$ cat src/rtl/song_pkg.sv
// Shared definitions for the song sequencer: note codes, FSM states and the
// constant song table read by song_rom.
package song_pkg;

  // Native field widths of the stored table entries.
  localparam int TBL_NOTE_W = 4;
  localparam int TBL_DUR_W  = 2;
  localparam int TBL_LEN    = 16;

  localparam logic [3:0] NOTE_A    = 4'd0;
  localparam logic [3:0] NOTE_B    = 4'd1;
  localparam logic [3:0] NOTE_C    = 4'd2;
  localparam logic [3:0] NOTE_D    = 4'd3;
  localparam logic [3:0] NOTE_E    = 4'd4;
  localparam logic [3:0] NOTE_F    = 4'd5;
  localparam logic [3:0] NOTE_G    = 4'd6;
  localparam logic [3:0] NOTE_REST = 4'd7;
  localparam logic [3:0] NOTE_END  = 4'd8;

  typedef enum logic [1:0] {
    ST_IDLE = 2'd0,
    ST_LOAD = 2'd1,
    ST_PLAY = 2'd2,
    ST_GAP  = 2'd3
  } state_t;

  typedef struct packed {
    logic [TBL_DUR_W-1:0]  dur;
    logic [TBL_NOTE_W-1:0] note;
  } entry_t;

  function automatic entry_t mk(input int dur, input int note);
    return '{dur: TBL_DUR_W'(dur), note: TBL_NOTE_W'(note)};
  endfunction

  // Song table. Anything past the last listed entry, or past TBL_LEN, reads
  // as the end code, so unused songs are empty.
  function automatic entry_t song_entry(input int song, input int idx);
    entry_t e;
    e = '{dur: '0, note: NOTE_END};
    if (idx >= 0 && idx < TBL_LEN) begin
      case (song)
        0: case (idx)
             0: e = mk(0, NOTE_A);
             1: e = mk(1, NOTE_G);
             2: e = mk(0, NOTE_D);
             default: ;
           endcase
        1: case (idx)
             0: e = mk(1, NOTE_F);
             1: e = mk(0, NOTE_REST);
             2: e = mk(0, NOTE_B);
             default: ;
           endcase
        2: case (idx)
             0: e = mk(0, NOTE_C);
             1: e = mk(1, NOTE_E);
             default: ;
           endcase
        // Fills every slot with no end code; slot 8 holds code 9 (a rest).
        3: e = mk(idx % 2, (idx == 8) ? 9 : idx);
        4: case (idx)
             0: e = mk(3, NOTE_B);
             1: e = mk(0, 12);
             2: e = mk(2, NOTE_A);
             default: ;
           endcase
        5: case (idx)
             0: e = mk(0, NOTE_G);
             default: ;
           endcase
        6: case (idx)
             0: e = mk(2, NOTE_D);
             1: e = mk(1, NOTE_C);
             2: e = mk(0, NOTE_E);
             3: e = mk(0, NOTE_F);
             default: ;
           endcase
        default: ;
      endcase
    end
    return e;
  endfunction

endpackage

$ cat src/rtl/song_sequencer_rom.sv
// Registered synchronous read of the song table: address in, {dur, note}
// out one clock later.
module song_rom
  import song_pkg::*;
#(
  parameter int NOTE_W = 4,
  parameter int DUR_W  = 2,
  parameter int SONG_W = 3,
  parameter int IDX_W  = 5
) (
  input  logic              clk,
  input  logic              reset,
  input  logic [SONG_W-1:0] song,
  input  logic [IDX_W-1:0]  idx,
  output logic [NOTE_W-1:0] note,
  output logic [DUR_W-1:0]  dur
);

  entry_t rd;

  // Table lookup for the presented address.
  always_comb rd = song_entry(int'(song), int'(idx));

  // Output register; one cycle of read latency.
  // NOTE: the table is constant logic, so only this output register needs a
  // reset; it comes up holding the end code rather than X.
  always_ff @(posedge clk or negedge reset) begin
    if (!reset) begin
      note <= NOTE_W'(NOTE_END);
      dur  <= '0;
    end else begin
      note <= NOTE_W'(rd.note);
      dur  <= DUR_W'(rd.dur);
    end
  end

endmodule

$ cat src/rtl/song_sequencer.sv
// Song sequencer: plays one stored note sequence to the tone generator with
// per-note duration, a muted gap after each note, loop mode and abort.
module song_sequencer
  import song_pkg::*;
#(
  parameter int NOTE_W     = 4,
  parameter int DUR_W      = 2,
  parameter int NUM_SONGS  = 8,
  parameter int SONG_LEN   = 16,
  parameter int BEAT_TICKS = 12_500_000,
  parameter int GAP_TICKS  = 1_250_000
) (
  input  logic                         clk,
  input  logic                         reset,
  input  logic                         start,
  input  logic [$clog2(NUM_SONGS)-1:0] song_sel,
  input  logic                         loop,
  input  logic                         abort,
  output logic [NOTE_W-1:0]            note_select,
  output logic                         busy,
  output logic                         seq_end
);

  localparam int SONG_W   = $clog2(NUM_SONGS);
  localparam int IDX_W    = $clog2(SONG_LEN + 1);
  localparam int PLAY_MAX = (2 ** DUR_W) * BEAT_TICKS;
  // Shared down-counter for note and gap, sized for the longer of the two.
  localparam int CNT_W    = $clog2((PLAY_MAX > GAP_TICKS) ? PLAY_MAX : GAP_TICKS);
  localparam logic [NOTE_W-1:0] REST = NOTE_W'(NOTE_REST);

  state_t              state_q, state_d;
  logic [SONG_W-1:0]   song_q, song_d;
  logic                loop_q, loop_d;
  logic [IDX_W-1:0]    idx_q, idx_d;
  logic [CNT_W-1:0]    cnt_q, cnt_d;
  logic [NOTE_W-1:0]   note_d;
  logic                busy_d, end_d;
  logic [NOTE_W-1:0]   rom_note;
  logic [DUR_W-1:0]    rom_dur;

  // Codes A..G pass through; 7 and anything above the end code sound as rest.
  function automatic logic [NOTE_W-1:0] tone_code(input logic [NOTE_W-1:0] code);
    return (code <= NOTE_W'(NOTE_G)) ? code : REST;
  endfunction

  // The ROM is addressed with next-state song/index, so the entry is ready
  // on the cycle the FSM sits in LOAD.
  song_rom #(
    .NOTE_W(NOTE_W),
    .DUR_W (DUR_W),
    .SONG_W(SONG_W),
    .IDX_W (IDX_W)
  ) u_rom (
    .clk  (clk),
    .reset(reset),
    .song (song_d),
    .idx  (idx_d),
    .note (rom_note),
    .dur  (rom_dur)
  );

  // Next-state and next-output logic; abort overrides everything.
  // NOTE: every variable gets a default before the case, so no path can
  // leave one unassigned and infer a latch.
  always_comb begin
    state_d = state_q;
    song_d  = song_q;
    loop_d  = loop_q;
    idx_d   = idx_q;
    cnt_d   = cnt_q;
    note_d  = REST;
    busy_d  = busy;
    end_d   = 1'b0;
    if (abort) begin
      state_d = ST_IDLE;
      idx_d   = '0;
      cnt_d   = '0;
      busy_d  = 1'b0;
    end else begin
      case (state_q)
        ST_IDLE: begin
          if (start) begin
            state_d = ST_LOAD;
            song_d  = (int'(song_sel) < NUM_SONGS) ? song_sel : '0;
            loop_d  = loop;
            idx_d   = '0;
            busy_d  = 1'b1;
          end
        end
        ST_LOAD: begin
          if (rom_note == NOTE_W'(NOTE_END) || idx_q == IDX_W'(SONG_LEN)) begin
            idx_d = '0;
            if (loop_q) begin
              state_d = ST_LOAD;
            end else begin
              state_d = ST_IDLE;
              busy_d  = 1'b0;
              end_d   = 1'b1;
            end
          end else begin
            state_d = ST_PLAY;
            cnt_d   = CNT_W'((int'(rom_dur) + 1) * BEAT_TICKS - 1);
            note_d  = tone_code(rom_note);
          end
        end
        ST_PLAY: begin
          if (cnt_q == '0) begin
            if (GAP_TICKS == 0) begin
              state_d = ST_LOAD;
              idx_d   = idx_q + IDX_W'(1);
            end else begin
              state_d = ST_GAP;
              cnt_d   = CNT_W'(GAP_TICKS - 1);
            end
          end else begin
            cnt_d  = cnt_q - CNT_W'(1);
            note_d = note_select;
          end
        end
        ST_GAP: begin
          if (cnt_q == '0) begin
            state_d = ST_LOAD;
            idx_d   = idx_q + IDX_W'(1);
          end else begin
            cnt_d = cnt_q - CNT_W'(1);
          end
        end
        default: state_d = ST_IDLE;
      endcase
    end
  end

  // State and registered outputs.
  // NOTE: non-blocking assignments here so every register samples the
  // pre-edge values computed above, independent of statement order.
  always_ff @(posedge clk or negedge reset) begin
    if (!reset) begin
      state_q     <= ST_IDLE;
      song_q      <= '0;
      loop_q      <= 1'b0;
      idx_q       <= '0;
      cnt_q       <= '0;
      note_select <= REST;
      busy        <= 1'b0;
      seq_end     <= 1'b0;
    end else begin
      state_q     <= state_d;
      song_q      <= song_d;
      loop_q      <= loop_d;
      idx_q       <= idx_d;
      cnt_q       <= cnt_d;
      note_select <= note_d;
      busy        <= busy_d;
      seq_end     <= end_d;
    end
  end

endmodule

$ cat config.mk
export PLATFORM = sky130hd
export DESIGN_NAME = song_sequencer
export DESIGN_NICKNAME = d
export VERILOG_FILES = /design/src/rtl/song_pkg.sv /design/src/rtl/song_sequencer_rom.sv /design/src/rtl/song_sequencer.sv
export SDC_FILE = /design/constraint.sdc
export NUM_CORES = 1
export LEC_CHECK = 0
export ABC_AREA = 1
export ABC_CLOCK_PERIOD_IN_PS = 2700
export CELL_PAD_IN_SITES_DETAIL_PLACEMENT = 0
export CELL_PAD_IN_SITES_GLOBAL_PLACEMENT = 2
export CORE_UTILIZATION = 33
export CTS_BUF_LIST = sky130_fd_sc_hd__clkbuf_4 sky130_fd_sc_hd__clkbuf_8
export DETAILED_ROUTE_END_ITERATION = 8
export PLACE_DENSITY = 0.9
export SLEW_MARGIN = 20
export SYNTH_ARGS = -nofsm -noshare
export SYNTH_HDL_FRONTEND = slang
export SYNTH_SLANG_ARGS = --single-unit
$ cat constraint.sdc
create_clock -name clk -period 2.7 [get_ports clk]
set_clock_uncertainty 0.15 [all_clocks]
set_input_delay 0.81 -clock clk [delete_from_list [all_inputs] [get_ports clk]]
set_output_delay 0.81 -clock clk [all_outputs]
set_load 0.02 [all_outputs]
---- Word-level counts from Yosys, hierarchy flattened ----
Cells that the tools add are included.
word-level totals
  flip-flop bits (word level) ............. 49
  input port bits ......................... 8
  output and inout port bits .............. 6
  word-level logic and storage cells ...... 94
cells by class
  add/subtract/negate cells ............... 4
  multiply operators ...................... 1
  $lt $le $gt $ge ......................... 2
  equal/unequal tests ..................... 22
  muxes and demuxes ....................... 43
  bitwise logic cells ..................... 1
  reductions and logical operators ........ 11
operators with widths
  cell                                                                   count
  26-bit 2-to-1 mux                                                      4
  26-bit case mux with 3 select lines                                    1
  26-bit by 1-bit subtractor with 26-bit output (second input constant)  2
  5-bit case mux with 3 select lines                                     3
  6-bit case mux with 7 select lines                                     1
  26-bit zero test                                                       1
  4-bit 2-to-1 mux                                                       6
  6-bit case mux with 4 select lines                                     1
  3-bit by 19-bit multiplier with 21-bit output (second input constant)  1
  3-bit != test (second input constant)                                  7
  5-bit 2-to-1 mux                                                       4
  6-bit case mux with 3 select lines                                     1
  5-bit by 2-bit == test with 1-bit output (second input constant)       2
  5-bit == test (second input constant)                                  2
  2-bit 2-to-1 mux                                                       5
  5-bit case mux with 2 select lines                                     1
  3-bit == test (second input constant)                                  3
  1-bit 2-to-1 mux                                                       9
  3-bit 2-to-1 mux                                                       3
  3-bit AND reduction                                                    3
  2-bit case mux with 4 select lines                                     1
  4-bit case mux with 2 select lines                                     1
  3-bit by 2-bit == test with 1-bit output (second input constant)       2
  6-bit 2-to-1 mux                                                       1
  other kinds (18)                                                       19

---- Logic depth before layout (Yosys ltp) ----
  depth after elaboration ................. 9
  gate-level depth with buffers ........... 20
  depth with buffers taken out ............ 20

---- By module ----
Synthesis repeated with hierarchy kept, for this count alone.
second synthesis, totals
  cell total of the unflattened synthesis .. 575
  area, all modules ....................... 4027.6 µm²
by module, submodules not included
  module          times used  cells an instance  area an instance (µm²)
  song_sequencer  1           477                3423.3
  song_rom        1           98                 604.3

---- Worst setup path after synthesis ----
OpenSTA, ideal clock, no wires.
  path kind ............................... register -> register
  start point ............................. register u_rom.dur[0]
  end point ............................... register cnt_q[22]
  setup time .............................. 123 ps
  arrival time ............................ 2236 ps
  setup slack ............................. 191 ps
  stages on the path, launching flop included .. 13
  buffers on the path ..................... 0
  period minus slack after synthesis ...... 2509 ps
  cell sequence ........................... dfrtp_1 > inv_1 > ha_1 > xnor2_1 > ha_1 > nand2_1 > nand3_1 > xor2_1 > nand4_1 > o21ai_0 > nand2_1 > o21ai_0 > nand2_1
between the ends
  longest elaborated chain between the ends .. 6
ends and longest elaborated chain
  element                                        line                      RTL
  start, declared                                song_sequencer_rom.sv:16  output logic [DUR_W-1:0] dur
  start signal, assigned                         song_sequencer_rom.sv:33  dur <= DUR_W'(rd.dur);
  2-bit by 1-bit adder with 3-bit output         song_sequencer.sv:102     cnt_d = CNT_W'((int'(rom_dur) + 1) * BEAT_TICKS - 1);
  3-bit by 19-bit multiplier with 21-bit output  song_sequencer.sv:102
  26-bit by 1-bit subtractor with 26-bit output  song_sequencer.sv:102
  26-bit 2-to-1 mux                              song_sequencer.sv:91      if (rom_note == NOTE_W'(NOTE_END) || idx_q == IDX_W'(SONG_LEN)) begin
  26-bit case mux with 3 select lines            song_sequencer.sv:80      case (state_q)
  26-bit 2-to-1 mux                              song_sequencer.sv:74      if (abort) begin
  end signal, assigned                           song_sequencer.sv:151     cnt_q <= cnt_d;
  end, declared                                  song_sequencer.sv:35      logic [CNT_W-1:0] cnt_q, cnt_d;
Every way passes these cells. The select of a mux whose other input is x is not followed.
A chain may end at the register's enable or synchronous reset.

==> metrics.txt <==
status=complete, no violations; Max Fclk=399 MHz; via count=between 3,000 and 4,000; sequential standard cell area=1230 um^2; Simple-Gate Fraction of Synth Area=29.5%; final-layout fill cell count=about 1,200; Worst Max-Slew Pin Slew=approximately 0.55 ns; hold_buf cts=0; CTS tree=done; total power=4.49 mW; RSZ-0062 raised after global routing=false; # setup viols final=0; most frequent cells in the layout=nand2_1 (96), inv_1 (78), nor2_1 (64), buf_4 (57), dfrtp_1 (44); vias per inst=4.91; largest net degree at the start of global routing=22; FF+latch count, synth=49; Lkg Pwr=2.34 nW; Worst VDD drop=0.330 mV; CTS Sinks=between 40 and 50; CP max stage cell=clkdlybuf4s50_1; kind of cell adding the most delay to the critical path=simple AND/OR/NAND/NOR gates; Initial Util=34.1%; Reg power frac=27.5%; post-synthesis mux area share=less than 1%; Main synth FF type=dfrtp_1; IO Pins=14; Int Power=2.41 mW; Post-Synth XOR/XNOR Area=4.70%; chip height=roughly 110 um; Antenna Nets Post-Route=0; CP Launch Type=input port; Initial DRT Pass Iterations=4; global-route wire length before repair=16,800 um; Slew Limit Fails=0; Cell variety after synth=40; Post-synth ARST share=100%; Period Utilization, post-route=92.9%; Total GRT Usage=18.4%; Die Area=around 12,000 um^2; root buffer cell=clkbuf_8; EDFF count, synth=0; commonest non-fill, non-tap cell in the layout=nand2_1; remaining global-route overflow=0; syn_nets=approximately 560; post-synthesis cell area=3720 um^2; DRT Wirelength=10,100 um; Period minus WS final=about 2.5 ns; kind of critical path=input port to register; P_sw=2.08 mW; Layout area overhead=23.5%; number of port buffers=13; CTS buffer count=5; drt wl/cell=13.6 um; syn_area_per_cell=~7 um^2; post-synthesis compound-gate area fraction=15.5%; standard-cell row count=38; CP required=about 2.8 ns; Core Region=10,900 um^2; end-of-flow core utilization=between 40 and 50%; fin area=4600 um^2; clock tree buffer depth=2; post-CTS sizing=0; fin nets=628; Antenna Diode Count=0; critical path arrival=2.60 ns; layout cells sized above 1=between 10% and 20%; cell count after synthesis=530; residual DRC count=0; vias in the first global route=about 3,400; Crit path top cell by count=nand2_1; H-tree depth=2; Clock power frac=12.7%; DRT iter0 DRCs=120; Critical Path End Type=register; yosys warns=0; largest family of logic cells by synthesized area=simple AND/OR/NAND/NOR gates; Placer Congestion=between 0.8 and 0.9; Worst-path clk slew=0.09 ns; Cell Pwr Density=977 nW/um^2; final hold violations=0; DIE WIDTH=about 110 um; Critical Path Fanout Max=7; area occupied by multi-input gates=~2200 um^2; post-synthesis sequential area ratio=33.1%; Sw Share=roughly 46%; Tightest Hold Check Type=input port to asynchronous set/reset pin; number of max-cap violations=0; slew margin rel.=63.1%; Placement Cell Area=4440 um^2; postcts setup bufs=0; WHS=0.266 ns; initial antenna violation count=0; CP cell instances=clkdlybuf4s50_1 -> inv_1 -> nand2_1 -> nand2_2 -> nor2_1 -> nand2_1 -> nand2_1 -> inv_1 -> nand2_1 -> nand2_2 -> nand2_4 -> nand3_4 -> nor2_4 -> nand2_1 -> nand3_1 -> nor2_1 -> nor2_1; max incr delay on CP=0.49 ns; adder-cell share of the synthesized area=6.92%; CP Buf/Inv Count=3; Clk Latency, worst-skew pair=0.31 ns; DP Wirelength=7880 um; Comb pwr share=59.8%
## worst paths after layout
| kind | start | endpoint | slack, ns | cells after the start |
|---|---|---|---|---|
| min in group clk | loop_q | seq_end | 0.34 | 1 |
| hold reg to reg | loop_q | seq_end | 0.34 | 1 |
| hold / removal | reset | cnt_q[20] | 0.27 | 1 |
| setup / recovery | start | u_rom.note[1] | 0.19 | 17 |
| setup reg to reg | u_rom.dur[0] | cnt_q[22] | 0.21 | 12 |
| max in group asynchronous | reset | u_rom.note[3] | 1.50 | 2 |
## layer usage
layer  wire (um)  track usage [%]  vias up
met2        4740             29.7       45
met4         115             5.09        0
met3         295             2.11       10
met5           0                0        -
met1        4920             25.7     1722
li1            -                -     1860
## Yosys cell counts (2+ instances only)
library cell,n,share of area (%)
nor2_1,64,6.5
dfstp_2,4,2.8
xor2_1,17,4.0
buf_2,2,0.27
inv_1,79,8.0
inv_2,9,0.91
nand3_1,33,4.4
nor3_2,2,0.54
o21ai_0,37,5.0
nand2_4,2,0.60
nand4_1,5,0.84
nand2_1,99,10
a21oi_1,30,4.0
ha_1,19,6.4
nor2_2,3,0.50
clkbuf_1,5,0.50
o31ai_1,5,1.0
xnor2_1,3,0.71
nor2_4,5,1.5
a31oi_1,6,1.0
dfrtp_1,45,30
nand2_2,6,1.0
nor3_1,13,1.7
nand3_4,2,0.94
o22ai_1,15,2.5
o21ai_1,6,0.81
## registers in the layout, summed over array words and instances (netlist names)
register / flops
u_rom.dur: 2
idx_q: 5
busy: 1
song_q: 3
u_rom.note: 4
loop_q: 1
state_q: 2
note_select: 4
cnt_q: 26
seq_end: 1
## power by group through the flow
stage | Combinational (mW) | Clock [mW] | Sequential (mW)
2_1_floorplan | 1.70 | 0 | 1.22
3_3_place_gp | 2.59 | 0 | 1.24
3_5_place_dp | 2.61 | 0 | 1.25
4_1_cts | 2.63 | 0.590 | 1.24
5_1_grt | 3.03 | 0.621 | 1.27
6_report | 2.69 | 0.569 | 1.24
## cell families after synthesis
logic type | count (synthesis)
AOI/OAI and AO/OA | 104
adders and majority gates | 20
other | 1
and+or+nand+nor | 238
buffers and inverters | 97
muxes | 1
DFF | 49
xor gates and xnor gates | 20
## stage by stage
step | setup TNS (ns) | worst slack (ns) | cells
2_1_floorplan | 0 | 0.191 | 530
3_3_place_gp | -0.858 | -0.155 | 733
3_5_place_dp | -1.00 | -0.170 | 733
4_1_cts | 0 | 0.0883 | 741
5_1_grt | 0 | 0.00330 | 741
6_report | 0 | 0.192 | 741
## area by class of cell
type	instances	share of cell area (%)
multi-input combinational	384	47.0
sequential	49	26.8
clock inverter	1	0.653
timing repair buffer	71	12.5
clock buffer	7	1.96
tap	140	3.81
inverter	89	7.27
Note: power is estimated with default switching activity, not from simulation.
